--- src/rtl/mac_accum_stage.sv ---
`default_nettype none
// ============================================================================
// Module   : mac_accum_stage
// Purpose  : Streaming multiply-accumulate back end. Takes one 64-bit signed
//            product per beat from the upstream multiplier, sums a group of
//            beats (dot product) into an ACC_W-bit accumulator and presents
//            the group sum, beat count and sticky signed-overflow flag on a
//            valid/ready output. A drain and the first beat of the next group
//            may share one clock edge, so groups stream with no bubble.
// Ports    : clk        rising-edge clock
//            rst_n      asynchronous active-low reset
//            in_valid   product beat present
//            in_ready   stage can accept a beat
//            in_product signed product (64 bits)
//            in_last    beat closes the current group
//            out_valid  group result available
//            out_ready  consumer accepts result
//            out_acc    signed accumulated sum (ACC_W bits)
//            out_count  beats in the group (CNT_W bits)
//            out_ovf    sticky signed overflow within the group
// Options  : MAC_ACCUM_SATURATE_EN - clamp the accumulator on overflow
//            instead of wrapping modulo 2^ACC_W.
// Revision : 1.0 - initial release
// ============================================================================
module mac_accum_stage #(
  parameter int ACC_W = 72,
  parameter int CNT_W = 8
) (
  input  logic             clk,
  input  logic             rst_n,
  input  logic             in_valid,
  output logic             in_ready,
  input  logic [63:0]      in_product,
  input  logic             in_last,
  output logic             out_valid,
  input  logic             out_ready,
  output logic [ACC_W-1:0] out_acc,
  output logic [CNT_W-1:0] out_count,
  output logic             out_ovf
);

  localparam logic [CNT_W-1:0] C_CNT_ONE = CNT_W'(1);
  localparam logic [CNT_W-1:0] C_CNT_MAX = {CNT_W{1'b1}};

  typedef enum logic [1:0] {
    ST_IDLE  = 2'd0,
    ST_ACCUM = 2'd1,
    ST_HOLD  = 2'd2
  } state_t;

  state_t           state_q, state_d;
  logic [ACC_W-1:0] acc_q, acc_d;
  logic [CNT_W-1:0] cnt_q, cnt_d;
  logic             ovf_q, ovf_d;
  // Holds in_ready low until the first clock after reset release.
  logic             alive_q;

  logic [ACC_W-1:0] w_prod_x;
  logic [ACC_W-1:0] w_sum;
  logic [ACC_W-1:0] w_acc_add;
  logic [CNT_W-1:0] w_cnt_inc;
  logic             w_ovf_now;
  logic             w_close_first;
  logic             w_close_next;

  generate
    if (ACC_W > 64) begin : g_ext_wide
      assign w_prod_x = {{(ACC_W-64){in_product[63]}}, in_product};
    end else begin : g_ext_exact
      assign w_prod_x = in_product;
    end
  endgenerate

  assign w_sum     = acc_q + w_prod_x;
  // Equal operand signs with a differing result sign is a signed overflow.
  assign w_ovf_now = (acc_q[ACC_W-1] == w_prod_x[ACC_W-1]) &&
                     (w_sum[ACC_W-1] != acc_q[ACC_W-1]);

`ifdef MAC_ACCUM_SATURATE_EN
  localparam logic [ACC_W-1:0] C_ACC_MAX = {1'b0, {(ACC_W-1){1'b1}}};
  localparam logic [ACC_W-1:0] C_ACC_MIN = {1'b1, {(ACC_W-1){1'b0}}};
  // Overflow direction follows the (shared) operand sign.
  assign w_acc_add = !w_ovf_now     ? w_sum :
                     acc_q[ACC_W-1] ? C_ACC_MIN : C_ACC_MAX;
`else
  assign w_acc_add = w_sum;
`endif

  assign w_cnt_inc     = cnt_q + C_CNT_ONE;
  // A group is force-closed on beat 2^CNT_W-1 so the counter never wraps.
  assign w_close_first = in_last || (C_CNT_ONE == C_CNT_MAX);
  assign w_close_next  = in_last || (w_cnt_inc == C_CNT_MAX);

  always_comb begin
    state_d   = state_q;
    acc_d     = acc_q;
    cnt_d     = cnt_q;
    ovf_d     = ovf_q;
    in_ready  = 1'b0;
    out_valid = 1'b0;
    case (state_q)
      ST_IDLE: begin
        in_ready = alive_q;
        if (in_valid && alive_q) begin
          acc_d   = w_prod_x;
          cnt_d   = C_CNT_ONE;
          ovf_d   = 1'b0;
          state_d = w_close_first ? ST_HOLD : ST_ACCUM;
        end
      end
      ST_ACCUM: begin
        in_ready = 1'b1;
        if (in_valid) begin
          acc_d   = w_acc_add;
          cnt_d   = w_cnt_inc;
          ovf_d   = ovf_q | w_ovf_now;
          state_d = w_close_next ? ST_HOLD : ST_ACCUM;
        end
      end
      ST_HOLD: begin
        out_valid = 1'b1;
        in_ready  = out_ready;
        if (out_ready) begin
          if (in_valid) begin
            // Drain and first beat of the next group on the same edge.
            acc_d   = w_prod_x;
            cnt_d   = C_CNT_ONE;
            ovf_d   = 1'b0;
            state_d = w_close_first ? ST_HOLD : ST_ACCUM;
          end else begin
            acc_d   = '0;
            cnt_d   = '0;
            ovf_d   = 1'b0;
            state_d = ST_IDLE;
          end
        end
      end
      default: begin
        state_d = ST_IDLE;
      end
    endcase
  end

  always_ff @(posedge clk or negedge rst_n) begin
    if (!rst_n) begin
      state_q <= ST_IDLE;
      acc_q   <= '0;
      cnt_q   <= '0;
      ovf_q   <= 1'b0;
      alive_q <= 1'b0;
    end else begin
      state_q <= state_d;
      acc_q   <= acc_d;
      cnt_q   <= cnt_d;
      ovf_q   <= ovf_d;
      alive_q <= 1'b1;
    end
  end

  assign out_acc   = acc_q;
  assign out_count = cnt_q;
  assign out_ovf   = ovf_q;

endmodule
`default_nettype wire

--- config.mk ---
export PLATFORM = sky130hd
export DESIGN_NAME = mac_accum_stage
export DESIGN_NICKNAME = d
export VERILOG_FILES = /design/src/rtl/mac_accum_stage.sv
export SDC_FILE = /design/constraint.sdc
export NUM_CORES = 1
export LEC_CHECK = 0
export ABC_CLOCK_PERIOD_IN_PS = 3210
export CORE_MARGIN = 3
export CORE_UTILIZATION = 30
export DETAILED_ROUTE_END_ITERATION = 10
export GPL_ROUTABILITY_DRIVEN = 0
export PLACE_DENSITY = 0.52
export REMOVE_ABC_BUFFERS = 1
export SYNTH_ARGS = -nofsm -noshare
export SYNTH_HDL_FRONTEND = slang
export SYNTH_SLANG_ARGS = --single-unit
--- constraint.sdc ---
create_clock -name clk -period 3.21 [get_ports clk]
set_input_delay 0.321 -clock clk [delete_from_list [all_inputs] [get_ports clk]]
set_output_delay 0.321 -clock clk [all_outputs]
set_load 0.01 [all_outputs]
After elaboration in Yosys (flattened, before gate mapping)
Cells that the tools add are included.
{ "word_totals": {"reg_bits": 84, "latchBits": 0, "ram_bits": 0, "mem_bits_ro": 0, "in_bits": 69, "out_inout_bits": 83, "wordCells": 46, "memories": 0} }
{ "classes": {"addsub": 2, "multipliers": 0, "n_div": 0, "n_lt_le_gt_ge": 0, "n_eq_ne": 8, "shift": 0, "n_mux": 23, "bitwise_logic": 1, "reduce_logical": 7} }
{ "op_table": {"columns": ["op", "count"], "rows": [
  ["2-to-1 mux 72 bit", 4],
  ["case mux 72 bit (3 select lines)", 1],
  ["adder 72 bit", 1],
  ["2-to-1 mux 8 bit", 3],
  ["case mux 8 bit (3 select lines)", 1],
  ["2-to-1 mux 2 bit", 6],
  ["adder 8 x 1 -> 8 bit, second input constant", 1],
  ["== test 8 bit, second input constant", 1],
  ["!= test 2 bit, second input constant", 3],
  ["case mux 1 bit (3 select lines)", 2],
  ["case mux 2 bit (3 select lines)", 1],
  ["2-to-1 mux 1 bit", 5],
  ["AND reduction 4 bit", 1],
  ["AND reduction 3 bit", 1],
  ["nonzero test 3 bit", 1],
  ["== test 2 x 1 -> 1 bit, second input constant", 1],
  ["== test 2 bit, second input constant", 1],
  ["logical AND 1 bit", 2],
  ["logical NOT 2 bit", 1],
  ["== test 1 bit", 1],
  ["logical OR 1 bit", 1],
  ["!= test 1 bit", 1],
  ["bitwise OR 1 bit", 1]
]} }

Logic depth before layout (Yosys ltp)
{ "depth": {"depth_word": 6, "ltp_mapped": 14, "depth_no_buf": 14} }

Least setup slack after synthesis
Ideal clock, no wire load.
{ "synth_path": {"path_kind": "flip-flop to flip-flop", "start": "register acc_q[0] (netlist: out_acc[0])", "end": "register acc_q[68] (netlist: out_acc[68])", "setup_time_ps": 130, "arrival_ps": 3211, "required_ps": 3080, "path_slack_ps": -131, "path_stages_with_launch": 15, "path_buffers": 0, "synth_period_minus_slack_ps": 3341, "path_cell_list": "dfrtp_1 -> ha_1 -> inv_1 -> fa_1 -> nor2b_1 -> o21a_1 -> a311o_2 -> a211oi_2 -> o41ai_2 -> a21oi_2 -> o41ai_4 -> a31oi_1 -> o31ai_1 -> xnor2_1 -> o21ai_1"} }
{ "synth_via": {"elab_chain_cells": 3} }
{ "synth_lines": {"columns": ["item", "line_no", "rtl"], "rows": [
  ["start: declaration", "52", "logic [ACC_W-1:0] acc_q, acc_d;"],
  ["start signal: assignment", "147", "acc_q <= '0;"],
  ["start signal: assignment", "153", "acc_q <= acc_d;"],
  ["adder 72 bit", "74", "assign w_sum = acc_q + w_prod_x;"],
  ["2-to-1 mux 72 bit", "113", "if (in_valid) begin"],
  ["case mux 72 bit (3 select lines)", "101", "case (state_q)"]
]} }
No other way between the ends. The select of a mux whose other input is x is not followed.
A chain may end at the register's enable or synchronous reset.

Final worst setup path
Same ends and word-level chain as after synthesis.

==> impl_metrics.csv <==
group,metric,value,unit
run_status,status,"complete, but fails checks",
detailed_routing,drt_wl_total,30.38,mm
synthesis,synth_area_leaders,"dfrtp_1, ha_1, a21oi_1",
clock_network,clkTransAtPathRegs,70,ps
global_route,grt_pass1_vias,9422,
die,io_pins,152,
sta,period_share,102.2,%
synthesis,syn_inst,1048,
place,dpl_cell_area,11950,sq um
die,dieArea,29680,sq um
finish,drive_above_1_share,29.51,%
detailed_routing,vias_per_cell,5.240,
worst_setup_path,reg2reg_depth,16,
worst_hold_path,hold_class,"input port to async pin",
sta,setup_viol,13,
detailed_routing,first_iter_violations,571,
finish,synthToLayoutAreaGrowth,59.03,%
sta,setup_slack,-72.12,ps
detailed_routing,wl_per_cell,17.09,microns
detailed_routing,dr.pass1.iters,5,
global_route,grt_pass1_wl,48.46,mm
clock_network,insertion_delay,360,ps
pwr,p_leak,5.982,nW
finish,nFillCells,2657,
die,coreArea,27030,sq um
pwr,combPwrFrac,79.4,%
die,die_h,172.3,microns
die,die_w,172.3,microns
run_status,failed_checks,"negative setup slack",
sta,finalMaxSlewViolations,0,
die,rows,60,
synthesis,yosys_warnings,0,
job,cap_violations,0,
worst_setup_path,worstPathRequired,3440,ps
clock_network,cts-root-buf,"clkbuf_16",
worst_setup_path,reg2reg_to,"out_acc[68]",
global_route,grt_start_max_net_pins,85,
finish,final_cell_area,13190,sq um
worst_setup_path,timing.rr.start,"out_acc[0]",
worst_setup_path,arrival,3520,ps
synthesis,yosysTopAreaCellShare,25.34,%
clock_network,cts_tree,"done",
synthesis,synth_cell_types,63,
synthesis,yosysSeqAreaShare,25.34,%
synthesis,synth_area,8294,sq um
global_route,overflow,0,
synthesis,avgSynthCellArea,7.914,sq um
pwr,peakVddDrop,0.0004446,V
synthesis,yosysTopAreaCell,"dfrtp_1",
detailed_routing,drtAntennaViolNets,0,
detailed_routing,drc,0,
sta,period_needed,3282,ps
pwr,p_total,0.01516,W
worst_setup_path,end_kind,"flip-flop",
global_route,grt.total_usage,20.23,%
worst_setup_path,crit_fanout,4,
pwr,internal-power,0.008249,W
sta,tightest_slew,752.6,ps
worst_setup_path,cp-start-kind,"flip-flop",
synthesis,synthArstFlopShare,100.0,%
finish,antenna_cells,0,
place,portBuffers,151,
clock_network,numCtsBuffers,9,
pwr,power.share.sequential,13.1,%
synthesis,yosysMostFrequentCell,"nor2_1",
worst_setup_path,criticalPathCategory,"flip-flop to flip-flop",
pwr,p_switching,0.006907,W
pwr,clock_power_share,7.5,%
synthesis,synth_flop_cell,"dfrtp_1",
clock_network,clockBufferDepth,2,
sta,skew,10.75,ps
place,place_hpwl,23.00,mm
synthesis,ys_seq_elements,84,
finish,nets,1579,
detailed_routing,vias,9317,
clock_network,cts.sinks,84,
pwr,power.share.switching,45.57,%
worst_setup_path,r2r_slack,-70,ps
place,dpl_worst_slack,-818.3,ps
global_route,grt_antenna_before_repair,3,
sta,fmax,304.7,MHz
sta,rsz0062_at_grt,"yes",
synthesis,synth_edf_count,0,
clock_network,h-tree-depth,3,
die,initial_utilization,30.69,%
sta,relSlewSlack,49.12,%
sta,hold_violations,0,
pwr,powerDensity,1149,nW/um^2
synthesis,synthTopCellsByCount,"nor2_1, a21oi_1, dfrtp_1, ha_1, nand2_1",
==> repair_timing <==
item | 4_1_cts | 5_1_grt
hold buffers | 0 | 0
resized for setup | 76 | 79
pin swaps | 44 | 46
setup endpoints to repair | 32 | 33
gates cloned | 0 | 0
buffers inserted | 6 | 10
==> sequential cells by signal (all words and copies together) (netlist names) <==
signal,count
out_acc,72
out_count,8
alive_q,1
state_q,2
out_ovf,1
==> worst max path at each step <==
stage	startpoint	end	slack, ps	cells past startpoint
2_1_floorplan	state_q[1]	out_acc[61]	-1280	10
3_3_place_gp	in_product[0]	out_acc[68]	-770	15
3_5_place_dp	in_product[0]	out_acc[68]	-820	15
4_1_cts	out_acc[28]	out_acc[71]	-60	11
5_1_grt	out_acc[0]	out_acc[56]	-260	16
6_report	out_acc[0]	out_acc[68]	-70	16
==> area by class of cell <==
class | count | area (sq um) | area share (%)
Multi-Input combinational cell | 864 | 6497 | 49.26
Timing Repair Buffer | 444 | 3751 | 28.44
Sequential cell | 84 | 2102 | 15.94
Tap cell | 341 | 426.7 | 3.235
Clock buffer | 11 | 242.7 | 1.840
Inverter | 29 | 108.9 | 0.8253
Clock inverter | 5 | 61.31 | 0.4648
==> placed cells by master (no fill, tap or decap), types with 5 or more instances in the layout <==
master / instances
buf_4: 286
and3_1: 25
ha_4: 22
a221oi_1: 39
nand4_1: 30
ha_1: 52
nor2b_1: 7
clkbuf_16: 9
o211ai_1: 6
o21bai_1: 15
xnor2_1: 43
nand2_1: 73
o21a_1: 7
a221oi_2: 11
inv_1: 28
xor2_1: 21
o41ai_4: 5
dfrtp_1: 84
o21ai_1: 16
a21oi_1: 94
nor3_1: 11
a21oi_2: 20
nand3_1: 16
dlygate4sd2_1: 10
nand2b_1: 7
a31oi_1: 5
o21ai_0: 58
buf_6: 6
clkdlybuf4s50_1: 137
nor2_1: 139
a21o_1: 43
==> stage by stage <==
step	cells	setup TNS, ps	util, %	hold slack, ps
global placement	1750	-20420	44.23	417.0
detailed placement	1750	-22430	44.23	416.5
global route	1778	-3620	48.81	46.08
CTS	1769	-158.3	46.88	29.02
finish	1778	-466.5	48.81	9.235
floorplan	977	-26810	-	25.41
==> metal layers <==
| metal | up-vias | global-route usage, % | wire length, microns |
|---|---|---|---|
| met3 | 25 | 3.132 | 1343 |
| li1 | 4629 | - | - |
| met5 | - | 0 | 39 |
| met4 | 6 | 4.478 | 311 |
| met1 | 4462 | 27.89 | 14560 |
| met2 | 195 | 33.56 | 14130 |
==> cells by family after synthesis <==
kind of cell / after synthesis / synth area share, %
AOI/OAI and AO/OA: 379 / 30.50
and+or+nand+nor: 336 / 18.42
muxes: 2 / 0.2414
other: 1 / 0.04521
DFF: 84 / 25.34
xor gates and xnor gates: 68 / 7.181
buffers and inverters: 100 / 6.411
adders and majority gates: 78 / 11.86
==> worst max-delay path, cell delays in order (launching register included) <==
cell	delay, ps
dfrtp_1	350
ha_2	180
inv_2	40
fa_2	340
nor2b_1	120
o21a_1	150
a311o_2	220
a211oi_4	80
o41ai_4	410
a21oi_2	130
buf_4	160
o41ai_4	220
buf_6	180
a31oi_4	90
o31ai_2	250
xnor2_1	140
o21ai_1	70
==> power by group through the flow <==
stage	logic (W)	clock network [W]	registers (W)
global placement	0.0108	0	0.00193
floorplan	0.00542	0	0.00215
global route	0.0132	0.00121	0.00205
finish	0.0120	0.00113	0.00198
CTS	0.0114	0.00117	0.00195
detailed placement	0.0108	0	0.00194
Note: power is estimated with default switching activity, not from simulation.
==> variant 1, RTL diff (same settings) <==
Reset style: synchronous (`rst_n`), changed in one clocked block. Comments in the files are not updated.
--- a/src/rtl/mac_accum_stage.sv
+++ b/src/rtl/mac_accum_stage.sv
@@ -141,7 +141,7 @@
     endcase
   end
 
-  always_ff @(posedge clk or negedge rst_n) begin
+  always_ff @(posedge clk) begin
     if (!rst_n) begin
       state_q <= ST_IDLE;
       acc_q   <= '0;
Behaviour: differs if rst_n is asserted again (counterexample within 4 cycles, from zero or initial values and one cycle with rst_n low); with rst_n held inactive, the same outputs for 4 cycles.
==> variant 1 against the original RTL <==
The run still ends with negative setup slack left. Cell area fell by 6.6%. Largest cell class unchanged. Wire length fell by 1.1%. Final cell count fell by 1.1%. Worst setup slack better by 0.043 ns. First-iteration DRC count rose by 2.3%. Sequential cell count unchanged. Non-clock buffer count fell by 61. Synthesized area decreased by 2.2%.
Power is not compared: it rests on default switching activity, and its combinational part moved more than twofold at a synthesized area within 25%.
==> variant 1: results (changes against the original RTL) <==
Critical path
  – CP max stage delay: 0.45 ns (was 0.41 ns)
  – Slowest cell on crit path: clkdlybuf4s50_1 (was o41ai_4)
  – Reg2Reg Depth: 14 (was 16)
  – Crit-path max FO: 6 (was 4)
  – Worst setup path startpoint: in_product[4] (was out_acc[0])
  – Worst Setup EP: out_acc[60] (was out_acc[68])
  – Setup slack, reg-to-reg: 0 ns (was -0.07 ns)
  – Reg-to-Reg Start: out_acc[0] (unchanged)

Synth
  – Seq/Total Area, Yosys: 0.207 (was 0.253)
  – Ranking of synthesized cells by area: dfxtp_1, ha_1, a21oi_1 (was dfrtp_1, ha_1, a21oi_1)
  – FFs w/ async S/R, synth: 0 (was 1.00)
  – Netlist cell types: 72 (was 63)
  – Synth cell count leaders: a21oi_1, nor2_1, o21ai_0 (was nor2_1, a21oi_1, dfrtp_1)
  – Post-synthesis instance total: 1,103 (was 1,048)

Floorplanning
  – Die area: 29,100 sq um (was 29,700 sq um)

Run status
  – Failing checks: negative setup slack (unchanged)
  – Status: complete, but fails checks (unchanged)

Timing
  – Setup WS post-layout: -0.0294 ns (was -0.0721 ns)
  – Final setup TNS: -0.0456 ns (was -0.466 ns)
  – Slew @ Worst Pin: 0.802 ns (was 0.753 ns)
  – Final setup vio count: 2 (was 13)
  – Clk_skew: 0.0115 ns (was 0.0107 ns)

Worst hold path
  – Worst min path class: primary input to flip-flop (was primary input to asynchronous set/reset pin)

Layout
  – FILL cells: 2,637 (was 2,657)
  – Multi-input gate area: 6490 sq um (was 6500 sq um)
  – Finished Cell Area: 12,300 sq um (was 13,200 sq um)
  – Flip-flop and latch count: 84 (unchanged)
  – Register Area: 1690 sq um (was 2100 sq um)
  – Signal buffers share of area: 0.267 (was 0.284)
  – Non-clk bufs: 383 (was 444)
  – Layout cells sized above 1: 0.237 (was 0.295)
  – Clock network area share: 0.0263 (was 0.0231)
  – Multi-input gates: 912 (was 864)
  – Final #Nets: 1,566 (was 1,579)

Drt
  – Met2 WL post-DR: 13.3 mm (was 14.1 mm)
  – Max Used Layer: met4 (was met5)
  – Pre-antenna DRT Iters: 5 (unchanged)
  – Length of routed met3 wiring: 1.24 mm (was 1.34 mm)
  – DR WL/cell: 17.1 microns (about the same)
  – DRT Wirelength: 30.1 mm (was 30.4 mm)
  – Detailed Route Iter0 Violations: 584 (was 571)
  – Via-to-Cell Ratio: 5.35 (was 5.24)
  – Post-Route M1 WL: 15.1 mm (was 14.6 mm)

Place
  – Pre-CTS setup slack: -0.864 ns (was -0.818 ns)
  – Detailed Place HPWL: 23.0 mm (about the same)
  – Placed Area: 11,500 sq um (was 12,000 sq um)
  – Placed cell count: 1,740 (was 1,750)

Global routing
  – Largest net degree at the start of global routing: 65 (was 85)
  – Total GRT Usage: 0.202 (about the same)
  – Vias in the first global route: 9,331 (was 9,422)
  – First-pass GRT wire length: 48.0 mm (was 48.5 mm)
  – Initial antenna violation count: 0 (was 3)
variant 1: changes by cell type in the layout (fill, tap and decap cells not counted), moves of 16 or more:
cell / before / now
nor2_1: 139 / 112
and3_1: 25 / 9
buf_4: 286 / 231
o21ai_0: 58 / 86
dfxtp_1: 0 / 79
nor3b_1: 0 / 25
dfrtp_1: 84 / 0
variant 1: routing by layer:
layer,global-route usage,vias to the layer above
met5,0,-
met4,0.0441,0
met3,0.0225,24
met2,0.325,214
met1,0.291,4428
li1,-,4752
variant 1: worst min path at each step:
stage                     cells past startpoint            from           to  slack [ns]
after global routing                          3  in_product[29]  out_acc[29]        0.38
after global placement                        2         out_ovf      out_ovf        0.48
final                                         3  in_product[29]  out_acc[29]        0.35
after detailed placement                      2         out_ovf      out_ovf        0.48
after CTS                                     3           rst_n  out_acc[34]        0.39
after floorplan                               0           rst_n      alive_q        0.35
variant 1: logic make-up (layout without fill, tap and decap cells):
group | Yosys count | count (layout) | share of synthesized area
xor gates and xnor gates | 60 | 60 | 0.0648
DFF | 84 | 84 | 0.207
buffers and inverters | 107 | 428 | 0.0515
and+or+nand+nor | 356 | 356 | 0.217
AOI/OAI and AO/OA | 414 | 414 | 0.334
muxes | 4 | 4 | 0.00493
adders and majority gates | 78 | 78 | 0.121
variant 1: report_power, final:
group	switching (mW)	internal, mW
clock network	0.525	0.688
logic	2.36	2.29
registers	0.193	1.26
total	3.08	4.23
variant 1: repair_timing:
| action | 4_1_cts | 5_1_grt |
|---|---|---|
| gates resized for setup | 23 | 69 |
| setup buffers | 1 | 2 |
| hold endpoints to repair | 0 | 0 |
| endpoints found under the setup margin | 27 | 31 |
| pin swaps | 14 | 28 |
variant 1: worst min-delay path: stages:
cell and delay (ns):
dlymetal6s2s_1 0.14, a221oi_1 0.11, nor2_1 0.10
==> variant 2, RTL diff (same settings) <==
Made on the original files. Build with the macro `MAC_ACCUM_SATURATE_EN` defined.
--- a/src/rtl/mac_accum_stage.sv
+++ b/src/rtl/mac_accum_stage.sv
@@ -22,6 +22,8 @@
 //            instead of wrapping modulo 2^ACC_W.
 // Revision : 1.0 - initial release
 // ============================================================================
+`define MAC_ACCUM_SATURATE_EN
+
 module mac_accum_stage #(
   parameter int ACC_W = 72,
   parameter int CNT_W = 8
Formal check against the unedited RTL: no difference found for any inputs over 4 cycles, from zero or initial values and one cycle with rst_n low; that may be too few to reach the edited logic, so the function may still have changed.
==> variant 2 against the original RTL <==
The run ends with negative hold slack, negative setup slack left. Worst setup slack better by 0.027 ns. Wire length up 20%. Final cell count up 13%. Sequential cell count unchanged. Total power up 1.5%. Synthesized area up 6.5%. Die area up 6.3%. Cell area up 11%. Critical path type unchanged. Largest power group unchanged. Highest routed layer is now met4.
==> variant 2: results (changes against the original RTL) <==
Run status
  – Status: complete, but fails checks (unchanged)
  – Failing checks: negative hold slack, negative setup slack (was negative setup slack)

Timing
  – Final Hold Vio Count: 1 (was 0)
  – Clk_skew: 0.0110 ns (was 0.0107 ns)
  – Final setup vio count: 4 (was 13)
  – Slew @ Worst Pin: 0.613 ns (was 0.753 ns)
  – Hold Worst Slack: -0.00112 ns (was 0.00924 ns)
  – Setup WS post-layout: -0.0448 ns (was -0.0721 ns)
  – Final setup TNS: -0.0943 ns (was -0.466 ns)

Place
  – Placed Area: 13,000 sq um (was 12,000 sq um)
  – Pre-CTS setup slack: -0.655 ns (was -0.818 ns)
  – Placed cell count: 1,964 (was 1,750)
  – Detailed Place HPWL: 26.7 mm (was 23.0 mm)

Critical path
  – Crit-path max FO: 8 (was 4)
  – Reg2Reg Depth: 13 (was 16)
  – Reg-to-Reg Start: out_acc[46] (was out_acc[0])
  – CP top delay family: simple AND/OR/NAND/NOR gates (was compound AO/OA/AOI/OAI gates)
  – Slowest cell on crit path: or4_4 (was o41ai_4)
  – RR Endpoint: out_acc[56] (was out_acc[68])
  – CP max stage delay: 0.55 ns (was 0.41 ns)
  – Worst EP arrival: 3.50 ns (was 3.52 ns)

Drt
  – DRT Wirelength: 36.4 mm (was 30.4 mm)
  – Pre-antenna DRT Iters: 6 (was 5)
  – Via-to-Cell Ratio: 5.32 (was 5.24)
  – Detailed Route Iter0 Violations: 670 (was 571)

Layout
  – Final #Nets: 1,767 (was 1,579)
  – FILL cells: 2,803 (was 2,657)

Power and ir drop
  – Leak: 6.69 nW (was 5.98 nW)
  – Peak VDD IR: 0.000379 V (was 0.000445 V)

Global routing
  – Total GRT Usage: 0.216 (was 0.202)
  – Vias in the first global route: 10,700 (was 9,422)
  – Initial antenna violation count: 0 (was 3)
  – First-pass GRT wire length: 55.0 mm (was 48.5 mm)

Synth
  – Main synth FF type: dfrtp_1 (unchanged)
  – FFs w/ async S/R, synth: 1.00 (unchanged)
  – Ranking of synthesized cells by area: dfrtp_1, ha_1, a21oi_1 (unchanged)
  – Synth cell count leaders: a21oi_1, nand2_1, nand3_1 (was nor2_1, a21oi_1, dfrtp_1)
  – Syn Area/Cell: 7.44 sq um (was 7.91 sq um)
  – Seq/Total Area, Yosys: 0.238 (was 0.253)
  – Netlist cell types: 80 (was 63)

Worst hold path
  – Worst min path class: primary input to asynchronous set/reset pin (unchanged)
## variant 2: kinds of logic after synthesis
logic type      synth area share
fa+ha+maj                  0.111
other cells             0.000424
compound gates             0.291
mux                      0.00566
buf+inv                   0.0487
simple gates               0.246
flops                      0.238
xor+xnor                  0.0595
## variant 2: what timing repair did
action                     4_1_cts  5_1_grt
gates cloned                     0        8
pin swaps                       21      100
setup endpoints to repair       55       72
buffers inserted                 3       18
resized for setup               44      203
## variant 2: worst max path at each step
stage | startpoint | end | slack [ns] | cells after the start
detailed placement | in_product[0] | out_acc[48] | -0.66 | 17
finish | out_acc[46] | out_acc[56] | -0.04 | 13
global route | out_acc[40] | out_acc[56] | -0.16 | 13
CTS | in_product[1] | out_acc[57] | -0.007 | 14
floorplan | state_q[1] | out_acc[55] | -1.99 | 10
global placement | in_product[0] | out_acc[56] | -0.68 | 17
## variant 2: metal layers
metal / global-route usage / vias up / wire length, microns
li1: - / 5231 / -
met4: 0.0520 / 0 / 884
met2: 0.376 / 278 / 17700
met1: 0.283 / 5126 / 16200
met3: 0.0302 / 54 / 1590
met5: 0 / - / 0
## variant 2: report_power, final
group / internal (mW) / switching [mW]
clock network: 0.700 / 0.560
logic: 5.85 / 6.30
registers: 1.53 / 0.441
total: 8.09 / 7.30
## variant 2: layout make-up
class / count / area share
Multi-Input combinational cell: 997 / 0.496
Timing Repair Buffer: 487 / 0.295
Sequential cell: 84 / 0.143
Tap cell: 384 / 0.0328
Clock buffer: 9 / 0.0154
Inverter: 41 / 0.0105
Clock inverter: 7 / 0.00734
